===== config.mk =====
export PLATFORM = sky130hd
export DESIGN_NAME = uart_tx_periph
export DESIGN_NICKNAME = d
export VERILOG_FILES = /design/src/rtl/uart_tx_pkg.sv /design/src/rtl/sync_fifo.sv /design/src/rtl/uart_tx_periph.sv
export SDC_FILE = /design/constraint.sdc
export NUM_CORES = 1
export LEC_CHECK = 0
export BUFFER_PORTS_ARGS = -buffer_cell sky130_fd_sc_hd__buf_2
export CORE_MARGIN = 2
export CORE_UTILIZATION = 50
export DETAILED_ROUTE_END_ITERATION = 7
export GPL_TIMING_DRIVEN = 0
export PLACE_DENSITY_LB_ADDON = 0.05
export SLEW_MARGIN = 40
export SYNTH_ARGS = -nofsm -noshare
export SYNTH_HDL_FRONTEND = slang
export SYNTH_SLANG_ARGS = --single-unit

===== constraint.sdc =====
create_clock -name clk -period 3.27 [get_ports clk]
set_input_delay 0 -clock clk [delete_from_list [all_inputs] [get_ports clk]]
set_output_delay 0 -clock clk [all_outputs]
set_load 0.02 [all_outputs]

===== src/rtl/uart_tx_pkg.sv =====
// Shared constants for the memory-mapped UART transmitter: register offsets,
// STATUS bit positions and serializer state encoding.
package uart_tx_pkg;

  typedef logic [1:0] reg_off_t;

  localparam reg_off_t REG_TXDATA  = 2'd0;
  localparam reg_off_t REG_STATUS  = 2'd1;
  localparam reg_off_t REG_BAUDDIV = 2'd2;

  localparam int STAT_BUSY    = 0;
  localparam int STAT_FULL    = 1;
  localparam int STAT_EMPTY   = 2;
  localparam int STAT_OVF     = 3;
  localparam int STAT_CNT_LSB = 8;

  localparam logic [2:0] ST_IDLE   = 3'd0;
  localparam logic [2:0] ST_START  = 3'd1;
  localparam logic [2:0] ST_DATA   = 3'd2;
  localparam logic [2:0] ST_STOP   = 3'd3;
  localparam logic [2:0] ST_PARITY = 3'd4;

  // A divisor of zero would stall the bit timer, so it behaves as one.
  function automatic logic [15:0] eff_div(input logic [15:0] div);
    return (div == 16'd0) ? 16'd1 : div;
  endfunction

endpackage


===== src/rtl/sync_fifo.sv =====
// Synchronous FIFO with registered storage; a pushed entry is readable one
// cycle later (no bypass). Pushes when full and pops when empty are ignored.
module sync_fifo #(
  parameter int WIDTH = 8,
  parameter int DEPTH = 8,
  localparam int AW = $clog2(DEPTH),
  localparam int CW = AW + 1
) (
  input  logic             clk,
  input  logic             rst,
  input  logic             i_push,
  input  logic [WIDTH-1:0] i_din,
  input  logic             i_pop,
  output logic [WIDTH-1:0] o_dout,
  output logic             o_full,
  output logic             o_empty,
  output logic [CW-1:0]    o_count
);

  logic [WIDTH-1:0] r_mem [DEPTH];
  logic [AW-1:0]    r_wr_ptr;
  logic [AW-1:0]    r_rd_ptr;
  logic [CW-1:0]    r_count;
  logic             w_push_ok;
  logic             w_pop_ok;

  assign o_full    = (r_count == CW'(DEPTH));
  assign o_empty   = (r_count == {CW{1'b0}});
  assign w_push_ok = i_push && !o_full;
  assign w_pop_ok  = i_pop && !o_empty;
  assign o_dout    = r_mem[r_rd_ptr];
  assign o_count   = r_count;

  // Storage is not reset; validity is tracked by the pointers and count.
  always_ff @(posedge clk) begin
    if (w_push_ok) begin
      r_mem[r_wr_ptr] <= i_din;
    end
  end

  // Pointer and occupancy bookkeeping.
  always_ff @(posedge clk) begin
    if (rst) begin
      r_wr_ptr <= {AW{1'b0}};
      r_rd_ptr <= {AW{1'b0}};
      r_count  <= {CW{1'b0}};
    end else begin
      if (w_push_ok) r_wr_ptr <= r_wr_ptr + AW'(1);
      if (w_pop_ok)  r_rd_ptr <= r_rd_ptr + AW'(1);
      case ({w_push_ok, w_pop_ok})
        2'b10:   r_count <= r_count + CW'(1);
        2'b01:   r_count <= r_count - CW'(1);
        default: r_count <= r_count;
      endcase
    end
  end

endmodule


===== src/rtl/uart_tx_periph.sv =====
// Memory-mapped 8N1 UART transmitter with TX FIFO, status and baud divisor.
// Define UART_TX_PARITY_EN to insert an even-parity bit before the stop bit.
module uart_tx_periph
  import uart_tx_pkg::*;
#(
  parameter int FIFO_DEPTH  = 8,
  parameter int DEFAULT_DIV = 434
) (
  input  logic        clk,
  input  logic        rst,
  input  logic        ren,
  input  logic [31:0] r_addr_i,
  output logic [31:0] r_data_o,
  input  logic [3:0]  wen,
  input  logic [31:0] w_addr_i,
  input  logic [31:0] w_data_i,
  output logic        uart_tx_o
);

  localparam int CW = $clog2(FIFO_DEPTH) + 1;

  logic [CW-1:0] w_count;
  logic          w_full;
  logic          w_empty;
  logic          w_push;
  logic          w_pop;
  logic          w_bit_end;
  logic          w_tx_next;
  logic          w_unused;
  logic [7:0]    w_fifo_dout;
  logic [15:0]   w_div_eff;
  logic [31:0]   w_count_ext;
  logic [31:0]   w_status;
  logic [31:0]   w_rdata;

  logic [2:0]    r_state;
  logic [7:0]    r_shift;
  logic [2:0]    r_bit_idx;
  logic [15:0]   r_cnt;
  logic [15:0]   r_div;
  logic          r_ovf;
  logic          r_tx;
`ifdef UART_TX_PARITY_EN
  logic          r_parity;
`endif

  assign w_push      = wen[0] && (w_addr_i[3:2] == REG_TXDATA);
  assign w_pop       = (r_state == ST_IDLE) && !w_empty;
  assign w_div_eff   = eff_div(r_div);
  assign w_bit_end   = (r_cnt <= 16'd1);
  assign w_count_ext = 32'(w_count);
  assign w_unused    = ^{r_addr_i[31:4], r_addr_i[1:0], w_addr_i[31:4],
                         w_addr_i[1:0], w_data_i[31:16]};
  assign r_data_o    = w_rdata;
  assign uart_tx_o   = r_tx;

  sync_fifo #(
    .WIDTH (8),
    .DEPTH (FIFO_DEPTH)
  ) u_fifo (
    .clk     (clk),
    .rst     (rst),
    .i_push  (w_push),
    .i_din   (w_data_i[7:0]),
    .i_pop   (w_pop),
    .o_dout  (w_fifo_dout),
    .o_full  (w_full),
    .o_empty (w_empty),
    .o_count (w_count)
  );

  // Divisor lanes and sticky overflow; a drop on the same edge as a clear wins.
  always_ff @(posedge clk) begin
    if (rst) begin
      r_div <= 16'(DEFAULT_DIV);
      r_ovf <= 1'b0;
    end else begin
      if (w_addr_i[3:2] == REG_BAUDDIV) begin
        if (wen[0]) r_div[7:0]  <= w_data_i[7:0];
        if (wen[1]) r_div[15:8] <= w_data_i[15:8];
      end
      if (w_push && w_full) begin
        r_ovf <= 1'b1;
      end else if (wen[0] && (w_addr_i[3:2] == REG_STATUS) && w_data_i[3]) begin
        r_ovf <= 1'b0;
      end else begin
        r_ovf <= r_ovf;
      end
    end
  end

  // Serializer: the bit timer reloads from the live divisor at every bit start.
  always_ff @(posedge clk) begin
    if (rst) begin
      r_state   <= ST_IDLE;
      r_shift   <= 8'd0;
      r_bit_idx <= 3'd0;
      r_cnt     <= 16'd0;
      r_tx      <= 1'b1;
`ifdef UART_TX_PARITY_EN
      r_parity  <= 1'b0;
`endif
    end else begin
      r_tx <= w_tx_next;
      case (r_state)
        ST_IDLE: begin
          if (!w_empty) begin
            r_shift   <= w_fifo_dout;
            r_bit_idx <= 3'd0;
            r_cnt     <= w_div_eff;
            r_state   <= ST_START;
`ifdef UART_TX_PARITY_EN
            r_parity  <= ^w_fifo_dout;
`endif
          end
        end
        ST_START: begin
          if (w_bit_end) begin
            r_cnt   <= w_div_eff;
            r_state <= ST_DATA;
          end else begin
            r_cnt <= r_cnt - 16'd1;
          end
        end
        ST_DATA: begin
          if (w_bit_end) begin
            r_cnt     <= w_div_eff;
            r_shift   <= {1'b0, r_shift[7:1]};
            r_bit_idx <= r_bit_idx + 3'd1;
            if (r_bit_idx == 3'd7) begin
`ifdef UART_TX_PARITY_EN
              r_state <= ST_PARITY;
`else
              r_state <= ST_STOP;
`endif
            end
          end else begin
            r_cnt <= r_cnt - 16'd1;
          end
        end
`ifdef UART_TX_PARITY_EN
        ST_PARITY: begin
          if (w_bit_end) begin
            r_cnt   <= w_div_eff;
            r_state <= ST_STOP;
          end else begin
            r_cnt <= r_cnt - 16'd1;
          end
        end
`endif
        ST_STOP: begin
          if (w_bit_end) begin
            r_state <= ST_IDLE;
          end else begin
            r_cnt <= r_cnt - 16'd1;
          end
        end
        default: r_state <= ST_IDLE;
      endcase
    end
  end

  // Line level for the current state, registered one cycle later.
  always_comb begin
    w_tx_next = 1'b1;
    case (r_state)
      ST_START:  w_tx_next = 1'b0;
      ST_DATA:   w_tx_next = r_shift[0];
`ifdef UART_TX_PARITY_EN
      ST_PARITY: w_tx_next = r_parity;
`endif
      default:   w_tx_next = 1'b1;
    endcase
  end

  // STATUS word assembly.
  always_comb begin
    w_status                        = 32'd0;
    w_status[STAT_BUSY]             = (r_state != ST_IDLE);
    w_status[STAT_FULL]             = w_full;
    w_status[STAT_EMPTY]            = w_empty;
    w_status[STAT_OVF]              = r_ovf;
    w_status[STAT_CNT_LSB +: 4]     = w_count_ext[3:0];
  end

  // Zero-wait-state read mux from pre-edge register state.
  always_comb begin
    w_rdata = 32'd0;
    if (ren) begin
      case (r_addr_i[3:2])
        REG_STATUS:  w_rdata = w_status;
        REG_BAUDDIV: w_rdata = {16'd0, r_div};
        default:     w_rdata = 32'd0;
      endcase
    end else begin
      w_rdata = 32'd0;
    end
  end

endmodule


======== After elaboration in Yosys (flattened, before gate mapping) ========
Memory sizes are Yosys's and may differ from the RTL's. A register that Yosys moved wholly into a read port is not among the register bits.
Index checks and enable logic that the tools add are counted.
cells by class
  equality and inequality tests ........... 17
  reductions and logical operators ........ 24
  mux-type cells .......................... 27
  magnitude comparators ................... 1
  add/sub/neg operators ................... 6
operators by type and width
  operator                                                         number
  2-to-1 mux 16 bit                                                4
  one-hot mux 16 bit (3 select lines)                              1
  2-to-1 mux 32 bit                                                1
  one-hot mux 16 bit (2 select lines)                              1
  2-to-1 mux 3 bit                                                 9
  less-or-equal comparator 16 x 1 -> 1 bit, second input constant  1
  logical NOT 16 bit                                               1
  2-to-1 mux 8 bit                                                 2
  one-hot mux 8 bit (2 select lines)                               1
  subtractor 16 x 1 -> 16 bit, second input constant               1
  inequality test 2 bit, second input constant                     6
  one-hot mux 3 bit (4 select lines)                               1
  adder 3 x 1 -> 3 bit, second input constant                      3
  one-hot mux 4 bit (2 select lines)                               1
  logical AND 1 bit                                                7
  == test 2 x 1 -> 1 bit, second input constant                    3
  == test 2 bit, second input constant                             3
  == test 3 x 2 -> 1 bit, second input constant                    2
  one-hot mux 3 bit (2 select lines)                               1
  AND reduction 3 bit                                              2
  nonzero test 2 bit                                               3
  nonzero test 3 bit                                               2
  AND reduction 5 bit                                              1
  adder 4 x 1 -> 4 bit, second input constant                      1
  12 further kinds                                                 17
storage, ports and cells
  word-level logic and storage cells ...... 87
  flip-flop bits (word level) ............. 58
  memories kept ........................... 1
  output and inout bits ................... 33
  RAM bits ................................ 64
  input bits .............................. 103
memories
  memory        words  bits a word  read ports  clocked after Yosys merged registers in  wr ports  RTL line         text
  u_fifo.r_mem  8      8            1           1                                        1         sync_fifo.sv:20  logic [WIDTH-1:0] r_mem [DEPTH];

======== Logic depth before layout (Yosys ltp) ========
Gate-level depths: netlist (run 1).
  depth after elaboration ................. 6
  gate-level depth with buffers ........... 11
  gate-level depth less buffers ........... 11

======== Hierarchy ========
From an unflattened synthesis (run 1), not the netlist that was laid out.
second synthesis, totals
  cells, all modules ...................... 520
  area, all modules ....................... 6080.8 µm²
by module, submodules not included
  module          instances  area an instance (µm²)  seq. area each (µm²)  cells each
  sync_fifo       1          3150.5                  2182.1                167
  uart_tx_periph  1          2930.3                  940.9                 353

======== Least setup slack after synthesis (run 1) ========
Ideal clock, no wire load.
  path kind ............................... reg2reg
  from .................................... register u_fifo.r_count[0], in the netlist u_fifo.o_count[0]
  to ...................................... register u_fifo.r_count[3], in the netlist u_fifo.o_count[3]
  data arrival time ....................... 2.385 ns
  library setup time ...................... 0.070 ns
  buffers on the path ..................... 0
  clock period less this slack ............ 2.456 ns
  required time ........................... 3.200 ns
  slack ................................... 0.814 ns
  stages on the path, launching flop included .. 11
  cells stage by stage .................... dfxtp_1 -> or4_1 -> nand2_1 -> inv_1 -> ha_1 -> ha_1 -> a21o_1 -> a21oi_1 -> xnor2_1 -> or3_1 -> a21oi_1
between the ends
  longest elaborated chain between the ends .. 6
  elaborated cells between the ends (all ways) .. 13
  those cells by class .................... add/sub (2); eq/ne (3); mux (1); reduce/logical (7)
RTL lines
  element                                                                          RTL line                               text
  from (decl)                                                                      sync_fifo.sv:23                        logic [CW-1:0] r_count;
  from (signal assigned)                                                           sync_fifo.sv:46                        r_count <= {CW{1'b0}};
  from (signal assigned)                                                           sync_fifo.sv:51                        2'b10: r_count <= r_count + CW'(1);
  from (signal assigned)                                                           sync_fifo.sv:52                        2'b01: r_count <= r_count - CW'(1);
  logical NOT 4 bit                                                                sync_fifo.sv:28                        assign o_empty = (r_count == {CW{1'b0}});
  logical NOT 1 bit                                                                sync_fifo.sv:30, uart_tx_periph.sv:48
  logical AND 1 bit                                                                uart_tx_periph.sv:48                   assign w_pop = (r_state == ST_IDLE) && !w_empty;
  logical AND 1 bit                                                                sync_fifo.sv:30                        assign w_pop_ok = i_pop && !o_empty;
  == test 2 x 1 -> 1 bit / == test 2 bit (equally long branches)                   sync_fifo.sv:50                        case ({w_push_ok, w_pop_ok})
  one-hot mux 4 bit (2 select lines) / nonzero test 2 bit (equally long branches)  --
Several ways; a longest one is shown, not always the timed one.
A chain may end at the register's enable or synchronous reset.

======== Worst setup path in the final report (run 1) ========
Same ends and word-level chain as after synthesis.

==> reports/results.ini, run 1 <==
[clock_tree]
clk_latency_ps=410
cts_hold_buf=27
clock_sinks=124
cts_tree=yes
clockBufferDepth=2
postCtsSetupBuffers=0
numCtsBuffers=17
path_clk_slew_ps=60
cts_root_buffer=clkbuf_16
h-tree-depth=4
ctsResizeCount=0

[routing]
route.antenna.remaining_nets=0
wl_per_cell_um=17.91
drc=0
first_iter_violations=318
vias=4658
dr.pass1.iters=5
vias_per_cell=5.765
routed_wirelength_um=14470

[pwr]
intPower_mw=4.021
p_comb_frac=0.356
power_frac_clock=0.332
power.leakage_nw=2.728
switchingPower_mw=2.275
p_per_area_mw_per_mm2=862.5
swShare=0.3613
total_power_mw=6.295
irDropWorstVdd_mv=0.5327
seqPwrFrac=0.312

[grt]
grt_pass1_wl_um=23170
grt.total_usage=0.2381
grt_max_degree=17
grt_pass1_vias=4479
grt_overflow=0
antenna_found_initial=0

[sta]
skew_ps=6.896
hold_viol=0
fin_tns_setup_ps=0
max_freq_mhz=349.2
worst_pin_slew_ps=826.1
drv_slew=0
layout_min_cycle_time_ps=2864
setup_violations=0
period_share=0.8757
rsz0062_at_grt=false
max-slew-margin-rel=0.4472

[worst_setup_path]
critPathKind=flip-flop to flip-flop
cp.required_ps=3610
endpoint_kind=flip-flop
critPathMaxFanout=7
arrival_ps=3200
worstSetupStartpointType=flip-flop

[synthesis]
synth_ff_type=edfxtp_1
synth_top_area_cell=edfxtp_1
ys_ff_latch=124
synth_top_area_frac=0.3260
synth_area_mm2=0.005894
synth.area.top_cells=edfxtp_1 33%, dfxtp_1 20%, mux4_2 6.1%
synthDistinctLibCells=56
synth.most_common_cell=edfxtp_1
yosys_warnings=0
synth_cells=549
synth_area_per_cell_um2=10.74
async_reset_ff_frac=0
seq_area_frac_synth=0.5298
synth_edf_count=64
synth_common_cells=64 x edfxtp_1, 60 x dfxtp_1, 50 x a21oi_1

[placement]
hpwl_um=10060
io_buffers=40
globalplace.congestion=0.8791
place_area_mm2=0.006355

[worst_hold_path]
hold_class=input port to flip-flop

[die]
fp.dieH_um=112.6
core_area_mm2=0.01147
die_w_um=112.6
die_area_mm2=0.01267
rows=39
top_level_ports=136
start_util=0.5140

[cells_and_area]
design_area_mm2=0.007300
multi_input_area_mm2=0.002511
fillers=905
seqCellArea_mm2=0.003123
layout.nets=772
area_growth_pct=23.84
fin_util=0.6366
drive_above_1_share=0.1895
diodes=0

[status]
status=finished clean

[run]
cap_violations=0

==> cell usage in the layout, fill, tap and decap left out, drive strengths merged, types with 27 or more instances in the layout <==
master,count
o21ai,29
a21oi,50
dlygate4sd3,27
edfxtp,64
clkbuf,40
nand2,46
inv,30
buf,65
dfxtp,60
nand3,28
nor2,38
==> worst max-delay path, cell delays in order (launching register included) <==
cell and delay [ps]:
dfxtp_1 390, or4_1 680, nand2_1 190, inv_1 120, ha_1 240, ha_1 280
a21o_1 170, a21oi_1 190, xnor2_1 90, or3_1 310, a21oi_1 130
==> cell type report <==
cell class	instances	area share
plain buffers	46	0.03377
clock buffers	17	0.05828
clock inverters	15	0.03222
inverters	25	0.01286
multi-input cells	369	0.3440
flip-flops and latches	124	0.4278
well taps	143	0.02451
repair buffers	69	0.06651
==> power by group through the flow <==
stage	Sequential, mW	Combinational (mW)	Clock (mW)
2_1_floorplan	1.95	1.67	0
3_3_place_gp	1.98	2.15	0
3_5_place_dp	1.99	2.18	0
4_1_cts	1.96	2.21	2.12
5_1_grt	1.99	2.48	2.19
6_report	1.96	2.24	2.09
==> registers in the layout, summed over array words and instances (netlist names), named ones only <==
name             count
u_fifo.r_mem        64
r_cnt               16
r_div               16
r_shift              8
u_fifo.o_count       4
r_bit_idx            3
u_fifo.r_rd_ptr      3
u_fifo.r_wr_ptr      3
r_state              2
r_ovf                1
uart_tx_o            1
==> kinds of logic (layout without fill, tap and decap cells) <==
group / after synthesis / count (layout) / synth area share
muxes: 25 / 25 / 0.07642
and+or+nand+nor: 175 / 175 / 0.1492
other: 1 / 16 / 0.0006362
adders and majority gates: 17 / 17 / 0.03736
xor gates and xnor gates: 10 / 10 / 0.01486
buffers and inverters: 71 / 172 / 0.05774
DFF: 124 / 124 / 0.5298
AOI/OAI and AO/OA: 126 / 126 / 0.1339
==> through the flow <==
stage                     setup slack, ps  hold slack [ps]  instances
after detailed placement            414.7            258.2        749
after CTS                           400.0            3.659        808
after global placement              437.7            263.0        747
after floorplan                     814.3            98.87        564
after global routing                179.2            67.67        808
final                               406.4            11.05        808
==> layer usage <==
| metal | vias to the layer above | wire length [µm] | track usage |
|---|---|---|---|
| li1 | 2224 | - | - |
| met1 | 2267 | 6553 | 0.3313 |
| met2 | 150 | 6871 | 0.3713 |
| met3 | 17 | 846 | 0.05400 |
| met4 | 0 | 204 | 0.08049 |
| met5 | - | 0 | 0 |
==> worst paths after layout <==
kind | start | endpoint | slack [ps] | depth (start not counted)
worst max-delay path | u_fifo.o_count[0] | u_fifo.o_count[3] | 410 | 10
worst min-delay path | wen[0] | u_fifo.r_wr_ptr[1] | 10 | 5
worst max register to register | u_fifo.o_count[0] | u_fifo.o_count[3] | 410 | 10
worst min register to register | r_shift[0] | r_shift[0] | 480 | 2
No activity file was read; power rests on OpenSTA's default activity.
==> run 2: changes to the inputs <==
- CTS_BUF_LIST: default -> sky130_fd_sc_hd__clkbuf_8 sky130_fd_sc_hd__clkbuf_16
- GPL_TIMING_DRIVEN: 0 -> default
- SLEW_MARGIN: 40 -> 20
==> run 2 against run 1 <==
- hold slack gained 30 ps
- register-to-register slack better by 20 ps
- clock power decreased by 18%
- global-route usage fell by 0.66 points
- critical endpoint unchanged
- clock skew is essentially flat
- design area is 3.7% lower
- sequential power about the same
- highest routed layer unchanged
- flip-flop and latch count unchanged
- sequential share of layout area up 1.7 points
- combinational power down 4%
- non-clock buffer count down 31
- via count shrank 4.2%
==> reports/results.ini, run 2 (synthesized netlist as in run 1, its figures left out) <==
[worst_setup_path]
critPathKind=flip-flop to flip-flop  ; unchanged
arrival_ps=3180  ; was 3200 ps
cp.required_ps=3610  ; about the same
endpoint_kind=flip-flop  ; unchanged
worstSetupStartpointType=flip-flop  ; unchanged
critPathMaxFanout=7  ; unchanged

[grt]
grt_overflow=0  ; unchanged
grt_max_degree=49  ; was 17
grt_pass1_wl_um=22600  ; was 23170 µm
grt_pass1_vias=4332  ; was 4479
antenna_found_initial=0  ; unchanged
grt.total_usage=0.2315  ; was 0.2381

[clock_tree]
postCtsSetupBuffers=0  ; unchanged
h-tree-depth=4  ; unchanged
cts_root_buffer=clkbuf_16  ; unchanged
cts_tree=yes  ; unchanged
clk_latency_ps=410  ; about the same
path_clk_slew_ps=60  ; about the same
clockBufferDepth=2  ; unchanged
clock_sinks=124  ; unchanged
numCtsBuffers=17  ; unchanged

[sta]
hold_viol=0  ; unchanged
period_share=0.8692  ; was 0.8757
layout_min_cycle_time_ps=2842  ; was 2864 ps
max-slew-margin-rel=0.3438  ; was 0.4472
drv_slew=0  ; unchanged
rsz0062_at_grt=false  ; unchanged
skew_ps=7.093  ; was 6.896 ps
fin_tns_setup_ps=0  ; unchanged
setup_violations=0  ; unchanged
hold_slack_ps=41.30  ; was 11.05 ps
worst_pin_slew_ps=975.3  ; was 826.1 ps
setup_slack_ps=427.8  ; was 406.4 ps
max_freq_mhz=351.8  ; was 349.2 MHz

[cells_and_area]
diodes=0  ; unchanged
area_growth_pct=19.21  ; was 23.84%
multi_input_area_mm2=0.002487  ; was 0.002511 mm²
design_area_mm2=0.007027  ; was 0.007300 mm²
largest_register_ff_count=64  ; unchanged
layout_common_cells=64 x edfxtp_1, 60 x dfxtp_1, 50 x a21oi_1, 46 x nand2_1, 41 x buf_2  ; was 64 x edfxtp_1, 60 x dfxtp_1, 50 x a21oi_1, 46 x nand2_1, 45 x buf_2
fillers=916  ; was 905
drive_above_1_share=0.1735  ; was 0.1895
final_common_cell=edfxtp_1  ; unchanged
layout.nets=741  ; was 772
largest-register=u_fifo.r_mem  ; unchanged
seqCellArea_mm2=0.003123  ; unchanged
top_regs=u_fifo.r_mem: 64 flops, r_cnt: 16 flops, r_div: 16 flops  ; unchanged
fin_cells=777  ; was 808

[routing]
dr.pass1.iters=5  ; unchanged
vias_per_cell=5.743  ; was 5.765
wl_per_cell_um=17.93  ; was 17.91 µm
vias=4462  ; was 4658
routed_wirelength_um=13930  ; was 14470 µm
route.antenna.remaining_nets=0  ; unchanged
drc=0  ; unchanged
first_iter_violations=305  ; was 318

[die]
die_area_mm2=0.01267  ; unchanged
top_level_ports=136  ; unchanged
core_area_mm2=0.01147  ; unchanged
start_util=0.5140  ; unchanged
die_w_um=112.6  ; unchanged
rows=39  ; unchanged
fp.dieH_um=112.6  ; unchanged

[placement]
dp_cells=718  ; was 749
place_area_mm2=0.006208  ; was 0.006355 mm²
globalplace.congestion=0.8259  ; was 0.8791
place_ws_ps=433.1  ; was 414.7 ps
io_buffers=41  ; was 40
hpwl_um=9404  ; was 10060 µm

[pwr]
intPower_mw=3.641  ; was 4.021 mW
p_per_area_mw_per_mm2=832.6  ; was 862.5 mW/mm²
power_frac_clock=0.294  ; was 0.332
swShare=0.3777  ; was 0.3613
p_comb_frac=0.367  ; was 0.356
switchingPower_mw=2.210  ; was 2.275 mW
seqPwrFrac=0.338  ; was 0.312
power.leakage_nw=2.587  ; was 2.728 nW
irDropWorstVdd_mv=0.7293  ; was 0.5327 mV

[run]
cap_violations=0  ; unchanged

[status]
status=finished clean  ; unchanged

[worst_hold_path]
hold_class=input port to flip-flop  ; unchanged

-- run 2: metrics by stage --
| stage | utilization | total power, mW |
|---|---|---|
| floorplan | - | 3.617 |
| global placement | 0.5414 | 4.061 |
| detailed placement | 0.5414 | 4.110 |
| CTS | 0.6128 | 5.875 |
| global route | 0.6128 | 6.250 |
| finish | 0.6128 | 5.851 |
-- run 2: path summary, 6_finish.rpt --
kind                     start                 end  slack, ps  depth (start not counted)
min                w_addr_i[3]  u_fifo.r_wr_ptr[1]         40                          5
min reg2reg         r_shift[0]           uart_tx_o        470                          2
max          u_fifo.o_count[0]   u_fifo.o_count[3]        430                         10
max reg2reg  u_fifo.o_count[0]   u_fifo.o_count[3]        430                         10
-- run 2: timing repair --
item	4_1_cts	5_1_grt
setup endpoints to repair	0	0
hold buffers	27	0
hold endpoints to repair	82	0
gates resized for setup	0	0
-- run 2: power groups by stage --
| stage | Combinational [mW] | Clock [mW] | Sequential (mW) |
|---|---|---|---|
| detailed placement | 2.10 | 0 | 2.01 |
| global placement | 2.06 | 0 | 2.00 |
| CTS | 2.14 | 1.75 | 1.98 |
| finish | 2.15 | 1.72 | 1.98 |
| global route | 2.41 | 1.83 | 2.00 |
| floorplan | 1.67 | 0 | 1.95 |
-- run 2: critical path, stage by stage, from the launching register on --
cell and delay (ps):
dfxtp_1 380, or4_1 700, nand2_1 160, inv_1 130, ha_1 250, ha_1 290, a21o_1 170, a21oi_1 160
xnor2_1 90, or3_1 300, a21oi_1 130
-- run 2: area by class of cell --
cell class	instances	area share
multi-input combinational	369	0.3540
clock inverter	15	0.01745
tap	143	0.02546
inverter	25	0.01335
sequential	124	0.4444
timing repair buffer	84	0.08476
clock buffer	17	0.06054
-- run 2: routing by layer --
layer	GRT usage	vias to the layer above	routed length, µm
met4	0.06992	0	161
li1	-	2158	-
met2	0.3573	120	6556
met5	0	-	0
met1	0.3252	2173	6433
met3	0.05832	11	776
